==> config.mk <==
export PLATFORM = sky130hd
export DESIGN_NAME = fetch_sequencer_flat
export DESIGN_NICKNAME = d
export VERILOG_FILES = /design/src/rtl/fetch_sequencer_pkg.sv /design/src/rtl/fetch_sequencer_if.sv /design/src/rtl/fetch_sequencer_timeout_counter.sv /design/src/rtl/fetch_sequencer.sv /design/src/flat_wrapper.sv
export SDC_FILE = /design/constraint.sdc
export NUM_CORES = 1
export LEC_CHECK = 0
export CAP_MARGIN = 20
export CORE_AREA = 3 3 54 56
export DETAILED_ROUTE_END_ITERATION = 12
export DIE_AREA = 0 0 57 59
export PLACE_DENSITY = 0.93
export SLEW_MARGIN = 25
export SYNTH_ARGS = -nofsm -noshare
export SYNTH_HDL_FRONTEND = slang
export SYNTH_HIERARCHICAL = 1
export SYNTH_SLANG_ARGS = --single-unit
==> constraint.sdc <==
create_clock -name CLK -period 5.6 [get_ports CLK]
set_input_delay 1.4 -clock CLK [delete_from_list [all_inputs] [get_ports CLK]]
set_output_delay 1.4 -clock CLK [all_outputs]
set_load 0.005 [all_outputs]
==> src/rtl/fetch_sequencer_pkg.sv <==
// Shared types and constants for the instruction-fetch sequencer.
// Holds the FSM state encoding, opcode field position and the HALT opcode.
package fetch_seq_pkg;

   typedef enum logic [3:0] {
      ST_IDLE      = 4'd0,
      ST_REQ       = 4'd1,
      ST_WAIT_R    = 4'd2,
      ST_LATCH     = 4'd3,
      ST_DECODE    = 4'd4,
      ST_ISSUE     = 4'd5,
      ST_EXEC_WAIT = 4'd6,
      ST_ADVANCE   = 4'd7,
      ST_HALTED    = 4'd8,
      ST_ERROR     = 4'd9
   } state_t;

   localparam int OPC_HI = 31;
   localparam int OPC_LO = 28;
   localparam logic [3:0] OPC_HALT = 4'hF;

   // BUSY covers every state that can still make progress
   function automatic logic is_busy(input state_t s);
      case (s)
         ST_IDLE, ST_HALTED, ST_ERROR: is_busy = 1'b0;
         default:                      is_busy = 1'b1;
      endcase
   endfunction

endpackage

==> src/rtl/fetch_sequencer_if.sv <==
// Handshake bundle between the sequencer, the fetch stage, instruction memory
// and the execute unit. master = sequencer side.
interface fetch_sequencer_if #(
   parameter int N = 256
) ();
   logic                 MEM_ARVALID;
   logic                 MEM_ARREADY;
   logic                 MEM_RVALID;
   logic                 PC_INCR;
   logic                 INSTR_DONE;
   logic                 EXEC_START;
   logic                 EXEC_DONE;
   logic [$clog2(N)-1:0] PC;
   logic [31:0]          INSTR;

   modport master (
      output MEM_ARVALID, PC_INCR, INSTR_DONE, EXEC_START,
      input  MEM_ARREADY, MEM_RVALID, EXEC_DONE, PC, INSTR
   );

   modport slave (
      input  MEM_ARVALID, PC_INCR, INSTR_DONE, EXEC_START,
      output MEM_ARREADY, MEM_RVALID, EXEC_DONE, PC, INSTR
   );
endinterface

==> src/rtl/fetch_sequencer_timeout_counter.sv <==
// Wait-cycle counter for the memory read response; tc flags the cycle whose
// increment would reach TIMEOUT.
module timeout_counter #(
   parameter int TIMEOUT = 64
) (
   input  logic CLK,
   input  logic RSTN,
   input  logic clr,
   input  logic en,
   output logic tc
);
   localparam int CW = $clog2(TIMEOUT + 1);

   logic [CW-1:0] count_r;

   assign tc = (count_r == CW'(TIMEOUT - 1));

   // count while enabled, hold once terminal, clear on request
   always_ff @(posedge CLK or posedge RSTN) begin
      if (RSTN) begin
         count_r <= '0;
      end else if (clr) begin
         count_r <= '0;
      end else if (en && !tc) begin
         count_r <= count_r + CW'(1);
      end else begin
         count_r <= count_r;
      end
   end
endmodule

==> src/rtl/fetch_sequencer.sv <==
// Fetch-stage sequencer FSM: request, wait, latch, decode, issue, execute,
// advance; stops on HALT opcode, last memory word or read timeout.
module fetch_sequencer
   import fetch_seq_pkg::*;
#(
   parameter int N       = 256,
   parameter int TIMEOUT = 64
) (
   input  logic                CLK,
   input  logic                RSTN,
   input  logic                START,
   fetch_sequencer_if.master   bus,
   output logic                BUSY,
   output logic                HALTED,
   output logic                ERROR
);
   localparam int PC_W = $clog2(N);
   localparam logic [PC_W-1:0] PC_LAST = PC_W'(N - 1);

   state_t state_r;
   state_t next_s;
   logic   tc_s;
   logic   cnt_en_s;
   logic   cnt_clr_s;

   assign cnt_en_s  = (state_r == ST_WAIT_R);
   assign cnt_clr_s = (state_r != ST_WAIT_R);

   timeout_counter #(.TIMEOUT(TIMEOUT)) u_timeout (
      .CLK  (CLK),
      .RSTN (RSTN),
      .clr  (cnt_clr_s),
      .en   (cnt_en_s),
      .tc   (tc_s)
   );

   // next-state decode; read data beats timeout in the same cycle
   always_comb begin
      next_s = state_r;
      case (state_r)
         ST_IDLE:   if (START) next_s = ST_REQ; else next_s = ST_IDLE;
         ST_REQ:    if (bus.MEM_ARREADY) next_s = ST_WAIT_R; else next_s = ST_REQ;
         ST_WAIT_R: begin
            if (bus.MEM_RVALID)  next_s = ST_LATCH;
            else if (tc_s)       next_s = ST_ERROR;
            else                 next_s = ST_WAIT_R;
         end
         ST_LATCH:  next_s = ST_DECODE;
         ST_DECODE: begin
            if (bus.INSTR[OPC_HI:OPC_LO] == OPC_HALT) next_s = ST_HALTED;
            else                                      next_s = ST_ISSUE;
         end
         ST_ISSUE:  next_s = ST_EXEC_WAIT;
         // the last word halts instead of advancing so the PC never wraps
         ST_EXEC_WAIT: begin
            if (!bus.EXEC_DONE)         next_s = ST_EXEC_WAIT;
            else if (bus.PC == PC_LAST) next_s = ST_HALTED;
            else                        next_s = ST_ADVANCE;
         end
         ST_ADVANCE: next_s = ST_REQ;
         ST_HALTED:  next_s = ST_HALTED;
         ST_ERROR:   next_s = ST_ERROR;
         default:    next_s = ST_ERROR;
      endcase
   end

   // state register with outputs registered from the next state
   always_ff @(posedge CLK or posedge RSTN) begin
      if (RSTN) begin
         state_r         <= ST_IDLE;
         bus.MEM_ARVALID <= 1'b0;
         bus.INSTR_DONE  <= 1'b0;
         bus.EXEC_START  <= 1'b0;
         bus.PC_INCR     <= 1'b0;
         BUSY            <= 1'b0;
         HALTED          <= 1'b0;
         ERROR           <= 1'b0;
      end else begin
         state_r         <= next_s;
         bus.MEM_ARVALID <= (next_s == ST_REQ);
         bus.INSTR_DONE  <= (next_s == ST_LATCH);
         bus.EXEC_START  <= (next_s == ST_ISSUE);
         bus.PC_INCR     <= (next_s == ST_ADVANCE);
         BUSY            <= is_busy(next_s);
         HALTED          <= (next_s == ST_HALTED);
         ERROR           <= (next_s == ST_ERROR);
      end
   end
endmodule

==> src/flat_wrapper.sv <==
// flat-port wrapper written by rule: the top's interface ports become plain ports
module fetch_sequencer_flat import fetch_seq_pkg::*;
#(
   parameter int N       = 256,
   parameter int TIMEOUT = 64
)
  (CLK, RSTN, START, BUSY, HALTED, ERROR, bus_MEM_ARVALID, bus_PC_INCR, bus_INSTR_DONE, bus_EXEC_START, bus_MEM_ARREADY, bus_MEM_RVALID, bus_EXEC_DONE, bus_PC, bus_INSTR);
  fetch_sequencer_if #(.N(N)) bus_i ();
  input  logic CLK;
  input  logic RSTN;
  input  logic START;
  output logic BUSY;
  output logic HALTED;
  output logic ERROR;
  output wire logic [$bits(bus_i.MEM_ARVALID)-1:0] bus_MEM_ARVALID;
  output wire logic [$bits(bus_i.PC_INCR)-1:0] bus_PC_INCR;
  output wire logic [$bits(bus_i.INSTR_DONE)-1:0] bus_INSTR_DONE;
  output wire logic [$bits(bus_i.EXEC_START)-1:0] bus_EXEC_START;
  input wire logic [$bits(bus_i.MEM_ARREADY)-1:0] bus_MEM_ARREADY;
  input wire logic [$bits(bus_i.MEM_RVALID)-1:0] bus_MEM_RVALID;
  input wire logic [$bits(bus_i.EXEC_DONE)-1:0] bus_EXEC_DONE;
  input wire logic [$bits(bus_i.PC)-1:0] bus_PC;
  input wire logic [$bits(bus_i.INSTR)-1:0] bus_INSTR;
  assign bus_MEM_ARVALID = bus_i.MEM_ARVALID;
  assign bus_PC_INCR = bus_i.PC_INCR;
  assign bus_INSTR_DONE = bus_i.INSTR_DONE;
  assign bus_EXEC_START = bus_i.EXEC_START;
  assign bus_i.MEM_ARREADY = bus_MEM_ARREADY;
  assign bus_i.MEM_RVALID = bus_MEM_RVALID;
  assign bus_i.EXEC_DONE = bus_EXEC_DONE;
  assign bus_i.PC = bus_PC;
  assign bus_i.INSTR = bus_INSTR;
  fetch_sequencer #(.N(N), .TIMEOUT(TIMEOUT)) u_core (.CLK(CLK), .RSTN(RSTN), .START(START), .bus(bus_i), .BUSY(BUSY), .HALTED(HALTED), .ERROR(ERROR));
endmodule
## Word level (Yosys, flattened, before mapping)

Index checks and enable logic that the tools add are counted.

| word-level totals | value |
|---|---|
| flip-flop bits (word level) | 18 |
| input port bits | 46 |

| operators by class | value |
|---|---|
| add/subtract/negate cells | 1 |
| equal/unequal tests | 18 |
| mux-type cells | 11 |
| reduce and logical (&&, ||, !) cells | 6 |

Operators with widths:

| cell | count |
|---|---|
| $pmux W4 S9 | 1 |
| $eq A4 B3 Y1 const B | 6 |
| $mux W4 | 5 |
| $eq A4 B4 Y1 const B | 4 |
| $mux W7 | 2 |
| $eq A4 B2 Y1 const B | 3 |
| $eq A4 B1 Y1 const B | 2 |
| $eq A8 B8 Y1 const B | 1 |
| $logic_not A4 Y1 | 2 |
| $add A7 B1 Y7 const B | 1 |
| $eq A7 B6 Y1 const B | 1 |
| $ne A4 B2 Y1 const B | 1 |
| $reduce_or A3 Y1 | 1 |
| $mux W1 | 2 |
| $mux W2 | 1 |
| $reduce_bool A2 Y1 | 1 |
| $logic_and A1 B1 Y1 | 1 |
| $logic_not A1 Y1 | 1 |

## Logic depth before layout (Yosys ltp)

Gate-level depths: netlist (run 1).

| depth | value |
|---|---|
| word-level depth | 7 |
| depth in mapped cells | 8 |

## Modules after synthesis

The synthesis (run 1) kept the hierarchy.

Modules (own cells, without submodules):

| module | instances | cells an instance | area each (µm²) | seq. area each (µm²) |
|---|---|---|---|---|
| fetch_sequencer | 1 | 65 | 654.4 | 275.3 |
| timeout_counter | 1 | 40 | 394.1 | 175.2 |

## Worst setup path after synthesis (run 1)

No wires, ideal clock.

| timing path | value |
|---|---|
| path kind | in2reg |
| start | input port bus_PC[6] |
| end | register u_core.BUSY |
| library setup time | 0.128 ns |
| arrival time | 2.166 ns |
| data required time | 5.472 ns |
| setup slack | 3.306 ns |
| stages | 5 |
| cells stage by stage | nand4_1 > or2_1 > o221a_4 > o21ai_2 > nand3b_1 |

| on the way | value |
|---|---|
| word-level cells in the longest chain between the ends | 7 |
| elaborated cells on any way between the ends | 9 |

Ends and longest elaborated chain:

| what | line | RTL |
|---|---|---|
| start, declared | flat_wrapper.sv:22 | `input wire logic [$bits(bus_i.PC)-1:0] bus_PC;` |
| $eq A8 B8 Y1 (*) | fetch_sequencer.sv:57 | `else if (bus.PC == PC_LAST) next_s = ST_HALTED;` |
| $mux W4 (*) | fetch_sequencer.sv:57 |  |
| $mux W4 (*) | fetch_sequencer.sv:56 | `if (!bus.EXEC_DONE) next_s = ST_EXEC_WAIT;` |
| $pmux W4 S9 (*) | fetch_sequencer.sv:40 | `case (state_r)` |
| $eq A4 B4 Y1 / $logic_not A4 Y1 (equally long branches) | fetch_sequencer_pkg.sv:24 | `case (s)` |
| $reduce_or A3 Y1 (*) | fetch_sequencer_pkg.sv:24 |  |
| $mux W1 (*) | fetch_sequencer_pkg.sv:24 |  |
| end signal, assigned | fetch_sequencer.sv:84 | `BUSY <= is_busy(next_s);` |
| end, declared | fetch_sequencer.sv:13 | `output logic BUSY,` |

Every way passes the cells marked *; elsewhere a longest branch is shown, timed or not.
A chain may end at the register's enable or synchronous reset.

## Worst setup path after layout (run 1)

Same ends and word-level chain as after synthesis.

==> results of run 1 <==
## kinds of logic after synthesis
kind of cell	Yosys count
and+or+nand+nor	51
muxes	3
AOI/OAI and AO/OA	19
DFF	18
adders and majority gates	1
buffers and inverters	13
## registers in the layout, summed over array words and instances (netlist names)
signal and cells:
u_core/u_timeout/count_r 7, u_core/bus.EXEC_START 1, u_core/state_r 4, u_core/HALTED 1
u_core/bus.PC_INCR 1, u_core/BUSY 1, u_core/bus.INSTR_DONE 1, u_core/bus.MEM_ARVALID 1
u_core/ERROR 1
## power by group
group / internal (uW) / switching, uW / total, uW
logic: 11.3 / 5.69 / 17.0
clock network: 39.6 / 39.6 / 79.3
registers: 130 / 0 / 130
## worst min-delay path by stage
| stage | from | end | slack (ns) | depth (start not counted) |
|---|---|---|---|---|
| CTS | u_core/u_timeout/count_r[6]$_DFFE_PP0P_ | u_core/u_timeout/count_r[6]$_DFFE_PP0P_ | 0.56 | 1 |
| detailed placement | u_core/u_timeout/count_r[6]$_DFFE_PP0P_ | u_core/u_timeout/count_r[6]$_DFFE_PP0P_ | 0.54 | 1 |
| global placement | u_core/u_timeout/count_r[6]$_DFFE_PP0P_ | u_core/u_timeout/count_r[6]$_DFFE_PP0P_ | 0.52 | 1 |
| floorplan | u_core/u_timeout/count_r[6]$_DFFE_PP0P_ | u_core/u_timeout/count_r[6]$_DFFE_PP0P_ | 0.51 | 1 |
| finish | u_core/u_timeout/count_r[6]$_DFFE_PP0P_ | u_core/u_timeout/count_r[6]$_DFFE_PP0P_ | 0.56 | 1 |
| global route | u_core/u_timeout/count_r[6]$_DFFE_PP0P_ | u_core/u_timeout/count_r[6]$_DFFE_PP0P_ | 0.57 | 1 |
## worst max-delay path, stage by stage
cell	delay, ns
clkdlybuf4s50_1	0.47
nand4_1	0.12
or2_1	0.26
o221a_4	0.31
o21ai_2	0.08
nand3b_1	0.09
## final cells by class
| class | count | area share (%) |
|---|---|---|
| Multi-Input combinational cell | 74 | 39.92 |
| Sequential cell | 18 | 33.90 |
| Timing Repair Buffer | 24 | 18.08 |
| Tap cell | 30 | 2.825 |
| Clock buffer | 4 | 2.731 |
| Inverter | 9 | 2.542 |
## routing by layer
layer	track usage, %	wire length, um	part of all wire [%]
met1	14.76	794	36
met2	28.06	1222	55
met4	5.629	19	0.86
met3	5.664	184	8.3
met5	0	0	0
## placed cells by master (no fill, tap or decap), drive strengths merged, types with 2 or more instances in the layout
cell type,synthesis,routed
a21oi,3,3
a31oi,2,2
nand2b,6,6
o21ai,4,4
nor3,3,3
clkdlybuf4s50,0,24
nand3b,2,2
or2,2,2
nor2,10,10
inv,8,8
nand4,4,4
clkbuf,0,4
nand2,5,5
and2b,2,2
dfrtp,18,18
mux2,2,2
nor2b,5,5
nand3,6,6
## per-stage QoR
stage	worst slack (ns)	total power [uW]	utilization (%)	cells
floorplan	3.306	136.0	-	105
global placement	2.760	149.0	52.17	155
detailed placement	2.743	149.8	52.17	155
CTS	3.049	231.1	53.64	159
global route	2.985	238.6	53.64	159
finish	3.047	226.2	53.64	159
==> reports/qor.csv, run 1 <==
stage,metric,value,unit
synthesis,Yosys cell types,44,
sta,fmax,391.7,MHz
synthesis,most common cell in the netlist,dfrtp_1,
global_route,vias in the first global route,891,
synthesis,Yosys top cell by area,dfrtp_1,
drt,WL final,2220,um
sta,Final setup viols,0,
global_route,first-pass GRT wire length,3843,um
synthesis,sequential fraction of the synthesis area,42.96,%
setup_path,critical path type,input port to flop,
global_route,initial antenna violation count,0,
drt,DRC Markers,0,
clocking,CTS sink cnt,18,
synthesis,top_reg_cell synth,dfrtp_1,
sta,fin crit period,2.553,ns
layout,Fillers,233,
clocking,Setup Buffers After CTS,0,
setup_path,Critical Path RT,5.78,ns
power,leakage power,0.0005436,uW
floorplan,die width,57,um
clocking,Clock transition at path regs,0.10,ns
layout,final instance area,1329,um^2
clocking,# resized after CTS,0,
synthesis,Synth area leaders,"dfrtp_1 (43%), nor2_1 (3.6%), nand2b_1 (3.0%)",
synthesis,Syn. warnings,6,
clocking,clock buffer depth,2,
layout,FF+latch area,450.4,um^2
synthesis,mux cell area share after synthesis,3.103,%
drt,via count,876,
power,VDD IR max,0.1151,mV
global_route,gr usage total,14.89,%
synthesis,main combinational cell family by area after synthesis,simple AND/OR/NAND/NOR gates,
synthesis,number of flops mapped to enable cells by yosys,0,
setup_path,CP Capture Type,flop,
drt,router iterations before antenna repair,4,
sta,Worst-Margin Slew,0.3849,ns
drt,routed len/inst,13.96,um
clocking,H-tree depth,1,
setup_path,Reg2Reg Depth,6,
min_path,Hold WC Path Type,flop to flop,
floorplan,die height,59,um
setup_path,crit-path max FO,3,
setup_path,Reg2Reg Setup Slack,3.47,ns
clocking,CTS tree,yes,
synthesis,Async SR Flop Fraction,100.0,%
placement,Post-DP HPWL,1785,um
layout,number of antenna diodes,0,
sta,unrepaired setup endpoints after global routing,false,
job,max-cap violations,0,
synthesis,post-synthesis simple-gate area fraction,30.43,%
placement,# port buffers,24,
synthesis,complex-gate fraction of the synthesized area,15.87,%
synthesis,Netlist Area Pre-Place,1049,um^2
setup_path,startpoint types,input port,
synthesis,Commonest cells post-synth,"dfrtp_1 (18), nor2_1 (10), inv_1 (8)",
sta,Final Hold Fails,0,
synthesis,Yosys reg bits,18,
floorplan,cell row count,18,
global_route,global route overflow,0,
layout,layout cells sized above 1,13.95,%
synthesis,post-synth top area share,42.96,%
placement,RePlAce Congestion,0.8860,
sta,Final Skew,0.004719,ns
drt,DRT iter0 DRCs,9,
sta,final worst-path cycle share,45.59,%
synthesis,XOR/XNOR Fraction of Synth Area,0,%
clocking,cts hold-fix bufs,0,
setup_path,worst path arrival time,2.73,ns
layout,Area Overhead vs Synth,26.73,%
setup_path,Worst Setup EP,u_core/BUSY$_DFF_PP0_,
setup_path,worst reg2reg endpoint,u_core/u_timeout/count_r[5]$_DFFE_PP0P_,
setup_path,Reg-to-Reg Start,u_core/state_r[1]$_DFF_PP0_,
sta,Worst slew margin,74.31,%
floorplan,initial core utilization,42.32,%
setup_path,Critical Path Source,bus_PC[6],
global_route,largest net degree at the start of global routing,13,
layout,nets@finish,177,
layout,area occupied by multi-input gates,530.5,um^2
clocking,CTS Buf Count,3,
synthesis,Mean Syn Cell Area,9.986,um^2
floorplan,die area,3363,um^2
floorplan,I/O pin count,53,
synthesis,syn nets,152,
drt,Routed Antenna Nets,0,
synthesis,Synth Instances,105,
sta,Hold Slack,0.5578,ns
status,status,"complete, no violations",
clocking,clk_lat worst skew,0.29,ns
synthesis,Adder-Cell Fraction of Synth Area,1.193,%
sta,Setup Total Neg Slack,0,ns
clocking,Clk Tree Root Cell,clkbuf_4,
power,pwr dens,170.2,nW/um^2
drt,vias per inst,5.509,
floorplan,core area,2477,um^2
sta,"Slew Viols, Final",0,
placement,Placed Area,1292,um^2
No activity file was read; power rests on OpenSTA's default activity.
==> run 2, diff against run 1 <==
--- a/config.mk
+++ b/config.mk
@@ -6,10 +6,10 @@
 export NUM_CORES = 1
 export LEC_CHECK = 0
 export CAP_MARGIN = 20
-export CORE_AREA = 3 3 54 56
+export CORE_AREA = 3 3 56 58
 export DETAILED_ROUTE_END_ITERATION = 12
-export DIE_AREA = 0 0 57 59
-export PLACE_DENSITY = 0.93
+export DIE_AREA = 0 0 59 61
+export PLACE_DENSITY = 0.88
 export SLEW_MARGIN = 25
 export SYNTH_ARGS = -nofsm -noshare
 export SYNTH_HDL_FRONTEND = slang
==> constraint.sdc (replaced) <==
create_clock -name CLK -period 2.5 [get_ports CLK]
set_input_delay 0.625 -clock CLK [delete_from_list [all_inputs] [get_ports CLK]]
set_output_delay 0.625 -clock CLK [all_outputs]
set_load 0.005 [all_outputs]
==> run 2 against run 1 <==
Effect of this change: setup slack worse by 2.7 ns; first-iteration DRC count is 11% higher; sequential share of layout area hardly changed; worst hold slack worse by 0.012 ns; critical path depth stayed put; register-to-register slack worse by 3.1 ns; flip-flop and latch count stayed put; die area is 7.0% higher; clock-buffer cell count stayed put; via count is 2.4% lower.
==> reports/qor.csv, run 2 (synthesis gave the netlist of run 1 again) <==
stage,metric,value,unit,change
placement,RePlAce Congestion,0.8391,,was 0.8860
setup_path,worst reg2reg endpoint,u_core/u_timeout/count_r[5]$_DFFE_PP0P_,,unchanged
clocking,CTS tree,yes,,unchanged
sta,Worst-Margin Slew,0.4180,ns,was 0.3849 ns
layout,top flop regs,"u_core/u_timeout/count_r (7), u_core/state_r (4)",,unchanged
setup_path,CP Capture Type,flop,,unchanged
power,switch share,20.63,%,was 20.05%
clocking,Clock transition at path regs,0.11,ns,was 0.10 ns
floorplan,die area,3599,um^2,was 3363 um^2
drt,via count,855,,was 876
floorplan,cell row count,19,,was 18
global_route,vias in the first global route,959,,was 891
clocking,Clk Tree Root Cell,clkbuf_4,,unchanged
global_route,initial antenna violation count,0,,unchanged
clocking,clk_lat worst skew,0.30,ns,was 0.29 ns
sta,Hold Slack,0.5458,ns,was 0.5578 ns
clocking,CTS sink cnt,18,,unchanged
floorplan,initial core utilization,38.69,%,was 42.32%
drt,routed len/inst,13.60,um,was 13.96 um
floorplan,die width,59,um,was 57 um
setup_path,Reg2Reg Depth,6,,unchanged
global_route,first-pass GRT wire length,3988,um,was 3843 um
power,leakage power,0.0005436,uW,unchanged
power,pwr dens,383.8,nW/um^2,was 170.2 nW/um^2
layout,nets@finish,177,,unchanged
power,VDD IR max,0.3610,mV,was 0.1151 mV
floorplan,core area,2710,um^2,was 2477 um^2
layout,number of antenna diodes,0,,unchanged
layout,max reg flops,7,,unchanged
setup_path,highest cell delay on the worst timing path,0.58,ns,was 0.47 ns
setup_path,CP max-delay cell,dfrtp_1,,was clkdlybuf4s50_1
layout,area occupied by multi-input gates,530.5,um^2,unchanged
clocking,H-tree depth,1,,unchanged
placement,Post-DP HPWL,1722,um,was 1785 um
layout,most frequent cells in the layout,"clkdlybuf4s50_1 (24), dfrtp_1 (18), nor2_1 (10)",,unchanged
min_path,Hold WC Path Type,flop to flop,,unchanged
power,Switch Pwr,105.3,uW,was 45.33 uW
sta,fin crit period,2.165,ns,
power,Logic pwr share,7.4,%,was 7.5%
clocking,CTS Buf Count,3,,unchanged
layout,Finished Core Util,49.08,%,was 53.64%
drt,WL final,2176,um,was 2220 um
setup_path,Critical Path RT,2.68,ns,was 5.78 ns
drt,DRT iter0 DRCs,10,,was 9
setup_path,CP Cell Sequence,"nor2b_4, nand2_1, inv_1, nand3_1, nor4_1, mux2_1",,"was clkdlybuf4s50_1, nand4_1, or2_1, o221a_4, o21ai_2, nand3b_1"
clocking,clock buffer depth,2,,unchanged
status,status,"complete, no violations",,unchanged
sta,Final Skew,0.01078,ns,was 0.004719 ns
drt,vias per inst,5.344,,was 5.509
sta,Final Hold Fails,0,,unchanged
global_route,gr usage total,14.55,%,was 14.89%
sta,fmax,461.8,MHz,
layout,layout cells sized above 1,13.95,%,unchanged
power,Clock Power Share,35.6,%,was 35.0%
placement,"worst slack, placed",0.3740,ns,was 2.743 ns
setup_path,Reg2Reg Setup Slack,0.33,ns,was 3.47 ns
min_path,hold depth,1,,unchanged
placement,# port buffers,24,,unchanged
setup_path,critical path type,flop to flop,,was input port to flop
min_path,WHS Endpoint,u_core/u_timeout/count_r[6]$_DFFE_PP0P_,,unchanged
setup_path,"CP delay by family, top",simple AND/OR/NAND/NOR gates,,was buffers and inverters
sta,Final setup viols,0,,unchanged
global_route,largest net degree at the start of global routing,13,,unchanged
drt,DRC Markers,0,,unchanged
min_path,HP Start,u_core/u_timeout/count_r[6]$_DFFE_PP0P_,,unchanged
sta,Worst slew margin,72.14,%,was 74.31%
layout,Biggest register,u_core/u_timeout/count_r,,unchanged
job,max-cap violations,0,,unchanged
sta,Final WS setup,0.3346,ns,was 3.047 ns
floorplan,die height,61,um,was 59 um
sta,"Slew Viols, Final",0,,unchanged
sta,unrepaired setup endpoints after global routing,false,,unchanged
layout,Fillers,257,,was 233
setup_path,startpoint types,flop,,was input port
layout,Area Overhead vs Synth,26.85,%,was 26.73%
sta,Setup Total Neg Slack,0,ns,unchanged
sta,final worst-path cycle share,86.61,%,
floorplan,I/O pin count,53,,unchanged
layout,"commonest non-fill, non-tap cell in the layout",clkdlybuf4s50_1,,unchanged
setup_path,Reg-to-Reg Start,u_core/state_r[1]$_DFF_PP0_,,unchanged
clocking,cts hold-fix bufs,0,,unchanged
clocking,Setup Buffers After CTS,0,,unchanged
setup_path,crit-path max FO,12,,was 3
layout,FF+latch area,450.4,um^2,unchanged
drt,router iterations before antenna repair,4,,unchanged
power,Cell Int Power,405.1,uW,was 180.8 uW
setup_path,worst path arrival time,2.35,ns,was 2.73 ns
power,share of power burned in registers,57.0,%,was 57.4%
global_route,global route overflow,0,,unchanged
clocking,# resized after CTS,0,,unchanged
drt,Routed Antenna Nets,0,,unchanged
setup_path,CP bufs+invs,1,,unchanged
-- run 2: cell counts in the layout (fill, tap and decap cells not counted) --
Identical to the previous run, type by type.
-- run 2: through the flow --
stage / area [um^2] / std cells / total power [uW]
finish: 1330 / 160 / 510.5
global route: 1330 / 160 / 535.8
CTS: 1330 / 160 / 519.2
detailed placement: 1294 / 156 / 334.9
global placement: 1294 / 156 / 333.5
floorplan: 1049 / 105 / 304.6
-- run 2: worst max path at each step --
| stage | end | slack (ns) | startpoint | cells past startpoint |
|---|---|---|---|---|
| final | u_core/u_timeout/count_r[5]$_DFFE_PP0P_ | 0.33 | u_core/state_r[1]$_DFF_PP0_ | 6 |
| after global routing | u_core/u_timeout/count_r[5]$_DFFE_PP0P_ | 0.13 | u_core/state_r[1]$_DFF_PP0_ | 6 |
| after CTS | u_core/u_timeout/count_r[5]$_DFFE_PP0P_ | 0.33 | u_core/state_r[1]$_DFF_PP0_ | 6 |
| after detailed placement | u_core/u_timeout/count_r[5]$_DFFE_PP0P_ | 0.37 | u_core/state_r[1]$_DFF_PP0_ | 6 |
| after global placement | u_core/BUSY$_DFF_PP0_ | 0.46 | bus_PC[6] | 6 |
| after floorplan | u_core/ERROR$_DFF_PP0_ | 0.67 | u_core/u_timeout/count_r[0]$_DFFE_PP0P_ | 8 |
-- run 2: power by group through the flow --
| stage | Sequential [uW] | Clock (uW) | Combinational, uW |
|---|---|---|---|
| floorplan | 297 | 0 | 7.91 |
| global placement | 297 | 0 | 36.9 |
| detailed placement | 297 | 0 | 38.2 |
| CTS | 291 | 190 | 38.5 |
| global route | 291 | 204 | 40.9 |
| finish | 291 | 182 | 37.5 |
-- run 2: routing by layer --
layer,wire (um),global-route usage (%)
met1,851,14.27
met2,1181,29.18
met3,126,4.255
met4,16,4.207
met5,0,0
-- run 2: cell type report --
type	count	area share [%]
Multi-Input combinational cell	74	39.89
Sequential cell	18	33.87
Timing Repair Buffer	24	18.06
Tap cell	31	2.916
Clock buffer	4	2.728
Inverter	9	2.540
-- run 2: worst register-to-register path: cells and delay by family, from the launching register on --
| family | cells | cell delay [ns] |
|---|---|---|
| and+or+nand+nor | 4 | 0.88 |
| DFF | 1 | 0.58 |
| muxes | 1 | 0.35 |
| buffers and inverters | 1 | 0.24 |
